==> config.mk <==
export PLATFORM = sky130hd
export DESIGN_NAME = lattice_init_axis_loader
export DESIGN_NICKNAME = d
export VERILOG_FILES = /design/src/rtl/lattice_init_axis_loader_pkg.sv /design/src/rtl/lattice_init_axis_loader_cell_packer.sv /design/src/rtl/lattice_init_axis_loader.sv
export SDC_FILE = /design/constraint.sdc
export NUM_CORES = 1
export LEC_CHECK = 0
export BUFFER_PORTS_ARGS = -buffer_cell sky130_fd_sc_hd__buf_2
export CORE_MARGIN = 2
export CORE_UTILIZATION = 55
export CTS_CLUSTER_SIZE = 16
export DETAILED_ROUTE_END_ITERATION = 7
export GPL_ROUTABILITY_DRIVEN = 0
export PLACE_DENSITY = 0.82
export SLEW_MARGIN = 20
export SYNTH_ARGS = -nofsm -noshare
export SYNTH_HDL_FRONTEND = slang
export SYNTH_SLANG_ARGS = --single-unit
==> constraint.sdc <==
create_clock -name clk -period 3 [get_ports clk]
set_clock_uncertainty 0.1 [all_clocks]
set_input_delay 0.3 -clock clk [delete_from_list [all_inputs] [get_ports clk]]
set_output_delay 0.3 -clock clk [all_outputs]
set_load 0.1 [all_outputs]
==> src/rtl/lattice_init_axis_loader_pkg.sv <==
// Shared definitions for the lattice initial-state loader.
// Contents: default geometry, the direction-to-lane map used to pack one
// cell into the nine distribution RAMs, the loader FSM encoding, and a
// small lane-offset helper.
package lattice_init_axis_loader_pkg;

    localparam int LAT_DATA_WIDTH    = 16;
    localparam int LAT_DEPTH         = 2500;
    localparam int LAT_ADDRESS_WIDTH = 12;
    localparam int LAT_AXIS_WIDTH    = 64;
    localparam int NUM_DIR           = 9;
    localparam int LANES_PER_BEAT    = 4;

    // Lane index of each direction inside wr_data, c0 at the bottom.
    typedef enum int {
        DIR_C0  = 0,
        DIR_CN  = 1,
        DIR_CNE = 2,
        DIR_CE  = 3,
        DIR_CSE = 4,
        DIR_CS  = 5,
        DIR_CSW = 6,
        DIR_CW  = 7,
        DIR_CNW = 8
    } dir_e;

    typedef enum logic [2:0] {
        ST_IDLE = 3'd0,
        ST_B0   = 3'd1,
        ST_B1   = 3'd2,
        ST_B2   = 3'd3,
        ST_FIN  = 3'd4
    } load_state_e;

    // Bit offset of a lane of width dw.
    function automatic int lane_lsb(input int lane, input int dw);
        return lane * dw;
    endfunction

endpackage

==> src/rtl/lattice_init_axis_loader_cell_packer.sv <==
// lattice_cell_packer: assembles the three AXIS beats of one lattice cell
// into the nine-direction RAM word.
// Ports:
//   clk, rst_n   clock, asynchronous active-low reset
//   beat_data    current AXIS payload
//   capture_b0   store beat 0 {ce,cne,cn,c0} in the staging register
//   capture_b1   store beat 1 {cw,csw,cs,cse} in the staging register
//   commit       beat 2 accepted and the cell is to be written: latch
//                {cnw (beat 2 lane 0), staged B1, staged B0} into cell_data
//   cell_data    registered full cell, c0 in the lowest lane
module lattice_cell_packer
    import lattice_init_axis_loader_pkg::*;
#(
    parameter int DATA_WIDTH = LAT_DATA_WIDTH,
    parameter int AXIS_WIDTH = LAT_AXIS_WIDTH
) (
    input  logic                          clk,
    input  logic                          rst_n,
    input  logic [AXIS_WIDTH-1:0]         beat_data,
    input  logic                          capture_b0,
    input  logic                          capture_b1,
    input  logic                          commit,
    output logic [NUM_DIR*DATA_WIDTH-1:0] cell_data
);

    // Lower half holds beat 0, upper half beat 1.
    logic [2*AXIS_WIDTH-1:0]       stage_q;
    logic [NUM_DIR*DATA_WIDTH-1:0] cell_q;
    logic [NUM_DIR*DATA_WIDTH-1:0] cell_d;

    always_ff @(posedge clk or negedge rst_n) begin
        if (!rst_n) begin
            stage_q <= '0;
            cell_q  <= '0;
        end else begin
            if (capture_b0) begin
                stage_q[AXIS_WIDTH-1:0] <= beat_data;
            end
            if (capture_b1) begin
                stage_q[2*AXIS_WIDTH-1:AXIS_WIDTH] <= beat_data;
            end
            if (commit) begin
                cell_q <= cell_d;
            end
        end
    end

    // Beat 0 lanes map straight onto directions 0..3, beat 1 lanes onto 4..7.
    generate
        for (genvar gi = 0; gi < LANES_PER_BEAT; gi++) begin : g_lane
            assign cell_d[lane_lsb(gi, DATA_WIDTH) +: DATA_WIDTH] =
                stage_q[lane_lsb(gi, DATA_WIDTH) +: DATA_WIDTH];
            assign cell_d[lane_lsb(gi + LANES_PER_BEAT, DATA_WIDTH) +: DATA_WIDTH] =
                stage_q[AXIS_WIDTH + lane_lsb(gi, DATA_WIDTH) +: DATA_WIDTH];
        end
    endgenerate

    // cnw comes live from beat 2; the rest of that beat is padding.
    assign cell_d[lane_lsb(DIR_CNW, DATA_WIDTH) +: DATA_WIDTH] = beat_data[DATA_WIDTH-1:0];

    assign cell_data = cell_q;

endmodule

==> src/rtl/lattice_init_axis_loader.sv <==
// lattice_init_axis_loader: AXI4-Stream slave that loads one frame of the
// initial lattice (DEPTH cells, three 64-bit beats per cell) into the nine
// distribution RAMs and holds the solver off while doing so.
// Ports:
//   clk, rst_n          clock (also AXIS clock), asynchronous active-low reset
//   start               1-cycle pulse, arms the loader for one frame (IDLE only)
//   s00_axis_*          AXIS slave; tstrb is ignored
//   wr_addr/wr_data/wr_en  shared write port for all nine RAMs
//   load_active         high while a frame is being received
//   done                1-cycle pulse when the frame ends, good or bad
//   error               sticky framing error, cleared by the next start
//   cells_loaded        cells written in the current/last frame
module lattice_init_axis_loader
    import lattice_init_axis_loader_pkg::*;
#(
    parameter int DATA_WIDTH    = LAT_DATA_WIDTH,
    parameter int DEPTH         = LAT_DEPTH,
    parameter int ADDRESS_WIDTH = LAT_ADDRESS_WIDTH,
    parameter int AXIS_WIDTH    = LAT_AXIS_WIDTH
) (
    input  logic                          clk,
    input  logic                          rst_n,
    input  logic                          start,
    input  logic [AXIS_WIDTH-1:0]         s00_axis_tdata,
    input  logic [AXIS_WIDTH/8-1:0]       s00_axis_tstrb,
    input  logic                          s00_axis_tvalid,
    input  logic                          s00_axis_tlast,
    output logic                          s00_axis_tready,
    output logic [ADDRESS_WIDTH-1:0]      wr_addr,
    output logic [NUM_DIR*DATA_WIDTH-1:0] wr_data,
    output logic                          wr_en,
    output logic                          load_active,
    output logic                          done,
    output logic                          error,
    output logic [ADDRESS_WIDTH:0]        cells_loaded
);

    localparam logic [ADDRESS_WIDTH-1:0] LAST_IDX = ADDRESS_WIDTH'(DEPTH - 1);

    load_state_e              state_q, state_d;
    logic [ADDRESS_WIDTH-1:0] idx_q, idx_d;
    logic [ADDRESS_WIDTH-1:0] wr_addr_q, wr_addr_d;
    logic [ADDRESS_WIDTH:0]   cells_q, cells_d;
    logic                     error_q, error_d;
    logic                     wr_en_q, wr_en_d;
    logic                     in_frame, acc, last_cell;
    logic                     capture_b0, capture_b1, commit;
    logic                     unused_tstrb;

    assign unused_tstrb = ^s00_axis_tstrb;

    assign in_frame  = (state_q == ST_B0) || (state_q == ST_B1) || (state_q == ST_B2);
    assign acc       = s00_axis_tvalid & in_frame;
    // Compare saturates: the frame always ends on this cell, so idx never wraps.
    assign last_cell = (idx_q >= LAST_IDX);

    always_ff @(posedge clk or negedge rst_n) begin
        if (!rst_n) begin
            state_q   <= ST_IDLE;
            idx_q     <= '0;
            wr_addr_q <= '0;
            cells_q   <= '0;
            error_q   <= 1'b0;
            wr_en_q   <= 1'b0;
        end else begin
            state_q   <= state_d;
            idx_q     <= idx_d;
            wr_addr_q <= wr_addr_d;
            cells_q   <= cells_d;
            error_q   <= error_d;
            wr_en_q   <= wr_en_d;
        end
    end

    always_comb begin
        state_d    = state_q;
        idx_d      = idx_q;
        wr_addr_d  = wr_addr_q;
        cells_d    = cells_q;
        error_d    = error_q;
        wr_en_d    = 1'b0;
        capture_b0 = 1'b0;
        capture_b1 = 1'b0;
        commit     = 1'b0;
        case (state_q)
            ST_IDLE: begin
                if (start) begin
                    state_d = ST_B0;
                    idx_d   = '0;
                    cells_d = '0;
                    error_d = 1'b0;
                end
            end
            ST_B0: begin
                if (acc) begin
                    if (s00_axis_tlast) begin
                        error_d = 1'b1;
                        state_d = ST_FIN;
                    end else begin
                        capture_b0 = 1'b1;
                        state_d    = ST_B1;
                    end
                end
            end
            ST_B1: begin
                if (acc) begin
                    if (s00_axis_tlast) begin
                        error_d = 1'b1;
                        state_d = ST_FIN;
                    end else begin
                        capture_b1 = 1'b1;
                        state_d    = ST_B2;
                    end
                end
            end
            ST_B2: begin
                if (acc) begin
                    if (last_cell) begin
                        // Final cell is written even without tlast; missing tlast flags error.
                        commit    = 1'b1;
                        wr_en_d   = 1'b1;
                        wr_addr_d = idx_q;
                        cells_d   = cells_q + 1'b1;
                        error_d   = ~s00_axis_tlast;
                        state_d   = ST_FIN;
                    end else if (s00_axis_tlast) begin
                        // Early end of frame: this cell is dropped.
                        error_d = 1'b1;
                        state_d = ST_FIN;
                    end else begin
                        commit    = 1'b1;
                        wr_en_d   = 1'b1;
                        wr_addr_d = idx_q;
                        idx_d     = idx_q + 1'b1;
                        cells_d   = cells_q + 1'b1;
                        state_d   = ST_B0;
                    end
                end
            end
            ST_FIN: begin
                state_d = ST_IDLE;
            end
            default: begin
                state_d = ST_IDLE;
            end
        endcase
    end

    lattice_cell_packer #(
        .DATA_WIDTH (DATA_WIDTH),
        .AXIS_WIDTH (AXIS_WIDTH)
    ) u_packer (
        .clk        (clk),
        .rst_n      (rst_n),
        .beat_data  (s00_axis_tdata),
        .capture_b0 (capture_b0),
        .capture_b1 (capture_b1),
        .commit     (commit),
        .cell_data  (wr_data)
    );

    assign s00_axis_tready = in_frame;
    assign load_active     = in_frame;
    assign done            = (state_q == ST_FIN);
    assign wr_en           = wr_en_q;
    assign wr_addr         = wr_addr_q;
    assign error           = error_q;
    assign cells_loaded    = cells_q;

endmodule

; ---- Word level (Yosys, flattened, before mapping)
; Cells that the tools add are included.
[classes]
n_addsub = 2
mul = 0
div_mod_pow = 0
n_lt_le_gt_ge = 1
n_eq_ne = 13
n_shift = 0
muxes = 34
bitwise_logic = 2
n_reduce_logical = 11
[op_table]
columns = operator, n
row1 = 2-to-1 mux 12 bit, 6
row2 = 2-to-1 mux 13 bit, 4
row3 = case mux 13 bit (2 select lines), 1
row4 = 2-to-1 mux 3 bit, 8
row5 = case mux 12 bit (2 select lines), 1
row6 = "adder 13 x 1 -> 13 bit, second input constant", 1
row7 = "adder 12 x 1 -> 12 bit, second input constant", 1
row8 = ">= comparator 12 bit, second input constant", 1
row9 = 2-to-1 mux 1 bit, 12
row10 = "inequality test 2 bit, second input constant", 6
row11 = case mux 3 bit (4 select lines), 1
row12 = AND reduction 4 bit, 3
row13 = "equality test 3 x 2 -> 1 bit, second input constant", 2
row14 = AND reduction 5 bit, 1
row15 = "inequality test 2 x 1 -> 1 bit, second input constant", 2
row16 = "equality test 3 x 1 -> 1 bit, second input constant", 1
row17 = "equality test 3 bit, second input constant", 1
row18 = zero test 3 bit, 1
row19 = "inequality test 3 bit, second input constant", 1
row20 = case mux 1 bit (3 select lines), 1
row21 = AND reduction 3 bit, 1
row22 = nonzero test 3 bit, 1
row23 = logical OR 1 bit, 2
row24 = nonzero test 2 bit, 1
row25 = other kinds (3), 3
[word_totals]
regBits = 314
latch_bits = 0
ramBits = 0
rom_bits = 0
input_bits = 77
output_inout_bits = 174
wordCells = 72
mem_count = 0

; ---- Depth between registers and ports, before layout
[logic_depth]
word_depth = 6
depth_mapped = 8
depth_no_buf = 6

; ---- Hierarchy
; Synthesis repeated with hierarchy kept, for this count alone.
[unflattened]
cells_unflattened = 822
hier_area_um2 = 12733.5
[by_module_without_submodules]
columns = module, n_inst, cells_per_inst, area_each_um2
row1 = lattice_cell_packer, 1, 574, 10324.9
row2 = lattice_init_axis_loader, 1, 248, 2408.6

; ---- Least setup slack after synthesis
; No wires, ideal clock.
[synth_timing]
kind = register to output
from = register state_q[0]
to = output port s00_axis_tready
arrival_ns = 2.400
path_slack_ns = 0.200
stages_incl_launch_ff = 5
path_buffers = 2
path_cell_list = dfrtp_1 clkbuf_1 nor2_1 nor2_1 buf_4
[synth_via]
elab_chain_cells = 3
word_cells_on_any_way = 5
classes_between = 3 x eq/ne / 2 x reduce/logical
[synth_lines]
columns = item, line_no
row1 = start: declaration, lattice_init_axis_loader.sv:40  ; load_state_e state_q, state_d;
row2 = start signal: assignment, lattice_init_axis_loader.sv:66  ; state_q <= state_d;
row3 = equality test 3 x 1 -> 1 bit or equality test 3 x 2 -> 1 bit (tied branches), lattice_init_axis_loader.sv:52  ; assign in_frame = (state_q == ST_B0) || (state_q == ST_B1) || (state_q == ST_B2);
row4 = logical OR 1 bit, lattice_init_axis_loader.sv:52
row5 = logical OR 1 bit *, lattice_init_axis_loader.sv:52
row6 = end: declaration, lattice_init_axis_loader.sv:28  ; output logic s00_axis_tready,
; Every way passes the cells marked *; elsewhere a longest branch is shown, timed or not.

; ---- Final worst setup path
[layout_timing]
from = register idx_q[4]
to = register u_packer.cell_q[90] (netlist: u_packer.cell_data[90])
[layout_via]
elab_chain_cells = 4
[layout_lines]
columns = item, line_no
row1 = start: declaration, lattice_init_axis_loader.sv:41  ; logic [ADDRESS_WIDTH-1:0] idx_q, idx_d;
row2 = start signal: assignment, lattice_init_axis_loader.sv:67  ; idx_q <= idx_d;
row3 = >= comparator 12 bit, lattice_init_axis_loader.sv:55  ; assign last_cell = (idx_q >= LAST_IDX);
row4 = 2-to-1 mux 1 bit, lattice_init_axis_loader.sv:118  ; if (last_cell) begin
row5 = 2-to-1 mux 1 bit, lattice_init_axis_loader.sv:117  ; if (acc) begin
row6 = 2-to-1 mux 1 bit, lattice_init_axis_loader.sv:85  ; case (state_q)
row7 = end signal: assignment, lattice_init_axis_loader_cell_packer.sv:43  ; cell_q <= cell_d;
row8 = end: declaration, lattice_init_axis_loader_cell_packer.sv:28  ; logic [NUM_DIR*DATA_WIDTH-1:0] cell_q;
; Every way passes these cells.
; A chain may end at the register's enable or synchronous reset.

==> impl_results.md <==
- Top-count cell post-synth: dfrtp_1
- Root buffer cell: clkbuf_16
- Min Tclk post-route: between 2000 and 3000 ps
- Mean post-synth cell area: about 15 um^2
- Clock latency on the worst-skew pair: 540 ps
- Number of port buffers: 242
- CTS H-Tree Depth: 1
- Register area share after synthesis: 63.4%
- Max-Cap Viols: 0
- Grt ovf: 0
- Via density: 5.67
- Critical-path top delay cell: or4_1
- Syn Nets: ~900
- Tcrit/Tclk final: 85.0%
- Commonest cells in the netlist: dfrtp_1, mux2_2, clkbuf_1
- Status: finished, final reports clean
- DR pass1 iterations: 4
- CTS sink count: 314
- Worst slew margin: a little over half
- Main area contributors after synthesis: dfrtp_1, mux2_2, mux2_1
- Drt wl/cell: around 20 um
- Clock tree buffer depth: 3
- Multi-input gate area: 4290 um^2
- Initial DRC Count: around 380
- Final setup vio count: 0
- Post-cts resize count: 0
- CP cell instances: or4_1 -> or3_4 -> nand3_4 -> buf_12 -> mux2_2
- Die Footprint: around 24000 um^2
- Slew Limit Fails: 0
- Critical Path Max Stage Delay: ~620 ps
- Crit path max fanout: 46
- # nets final: about 1200
- CTS clock-pin slew for the worst setup and hold paths: about 60 ps
- Cell count after synthesis: 815
- Vias in the first global route: 8677
- Pin count of the biggest net entering global routing: slightly below 90
- Fmax: roughly 390 MHz
- Num CTS Buffers: 31
- RSZ-0062 raised after global routing: no
- Total number of vias: ~8000
- Sequential cell area: about 7900 um^2
- Detail Route Antenna Nets: 0
- I/O pin cnt: roughly 250
- Synth Cell Area: 12400 um^2
- Die width: between 150 and 200 um
- Core area: about 22000 um^2
- FF+latch count, synth: ~310
- First-pass GRT wire length: around 46 mm
- Final wirelength: 28.6 mm
- WP buf/inv: 1
- HPWL after detailed placement: about 17 mm
- Setup TNS: 0 ps
- Crit path DAT: between 2000 and 3000 ps
- Area added between synthesis and finish: 25.4%
- Area share of the largest cell type after synthesis: between 60% and 70%
- Cell variety after synth: 58
- Critical Path RT: approximately 3300 ps
- CTS tree: done
- Startpoint types: flip-flop
- Initial antenna violation count: 1
- Crit path max-delay family: simple AND/OR/NAND/NOR gates
- Largest area contributor in the netlist: dfrtp_1
- Most used DFF post-synth: dfrtp_1
- CP Class: flip-flop to flip-flop
- Share of layout cells above drive strength 1: between 50% and 60%
- Drt drc: 0
- Post-synth EDFFs: 0
- Crit end category: flip-flop
- Initial Util: approximately 56%
- Fraction of registers with async set/reset: 100%
- GR Util All Layers: around a quarter
- Fin. Hold Viols: 0
- Die Span Y: ~150 um
- Slew @ Worst Pin: just under 700 ps
- Row cnt: 54
- Yosys warning count: 0
- Fill cell count: 1400
- Hold/Removal Path Class: input port to flip-flop
[cells by family after synthesis]
kind of cell | Yosys count | share of synthesized area (%)
DFF | 314 | 63.4
buffers and inverters | 54 | 2.14
and+or+nand+nor | 90 | 4.24
adders and majority gates | 2 | 0.202
muxes | 289 | 26.2
AOI/OAI and AO/OA | 66 | 3.85
[metrics by stage]
| stage | hold WS, ps | cells | utilization, % | setup WS, ps | area, um^2 |
|---|---|---|---|---|---|
| after floorplan | -95.6 | 815 | - | 200 | 12400 |
| after global placement | 259 | 1311 | 63.7 | 531 | 14000 |
| after detailed placement | 267 | 1311 | 63.7 | 489 | 14000 |
| after CTS | 58.9 | 1423 | 70.8 | 477 | 15500 |
| after global routing | 92.9 | 1424 | 70.8 | 393 | 15600 |
| final | 82.9 | 1424 | 70.8 | 451 | 15600 |
[path summary, 6_finish.rpt]
path | from | end | slack, ps | cells past startpoint
worst max-delay path | idx_q[4] | u_packer.cell_data[90] | 450 | 5
min in group asynchronous | rst_n | error | 270 | 2
max in group asynchronous | rst_n | u_packer.cell_data[108] | 1620 | 4
worst max register to register | idx_q[4] | u_packer.cell_data[90] | 450 | 5
worst min register to register | u_packer.cell_data[63] | u_packer.cell_data[63] | 380 | 1
worst min-delay path | s00_axis_tvalid | state_q[0] | 80 | 4
[cell type report]
| type | count | share of cell area [%] |
|---|---|---|
| multi-input cells | 447 | 27.6 |
| inverters | 8 | 0.193 |
| well taps | 280 | 2.25 |
| repair buffers | 327 | 13.6 |
| diodes | 1 | 0.0161 |
| clock buffers | 40 | 5.40 |
| flip-flops and latches | 314 | 50.5 |
| clock inverters | 7 | 0.402 |
[cell usage in the layout, fill, tap and decap left out, types with 4 or more instances in the layout]
cell / n
nand4_1: 6
buf_2: 241
buf_4: 12
and2_1: 4
dfrtp_1: 314
or3_1: 4
mux2_1: 14
a21oi_1: 13
dlygate4sd3_1: 65
buf_12: 8
o21ai_0: 7
nor2_1: 6
a31oi_1: 6
nand2_1: 17
nor3_1: 5
a221o_1: 7
clkinv_2: 5
clkbuf_16: 31
o211ai_1: 7
a211oi_1: 4
nand3b_1: 4
inv_1: 7
nor4_1: 5
clkbuf_1: 6
mux2i_1: 5
mux2_2: 270
and3_1: 5
nand3_1: 15
[per-layer routing]
layer  global-route usage [%]  vias up  routed length [um]  part of all wire (%)
met5                        0        -                   0                     0
met4                     6.14        0                 643                   2.2
met3                     6.74       56                2310                   8.1
met2                     42.1      282               14400                    50
met1                     30.4     4140               11300                    39
li1                         -     3590                   -                     -
[what timing repair did]
item                                    in CTS  in global routing
buffers inserted                             0                  0
endpoints found under the setup margin       0                  0
endpoints found under the hold margin      223                  0
hold buffers                                65                  0
[registers in the layout, indices dropped and copies added (netlist names)]
register,cells
u_packer.cell_data,144
idx_q,12
u_packer.stage_q,128
wr_en,1
state_q,3
error,1
wr_addr,12
cells_loaded,13
[worst reg2reg max path, delay by kind of cell, from the launching register on]
kind	cells	cell delay [ps]
multiplexers	1	440
flip-flops	1	440
buffers and inverters	1	280
AND/OR/NAND/NOR	3	1170
Power is left out: the tool's default activity adds up to more than one toggle a clock period on the data nets, which glitch-free logic cannot reach.
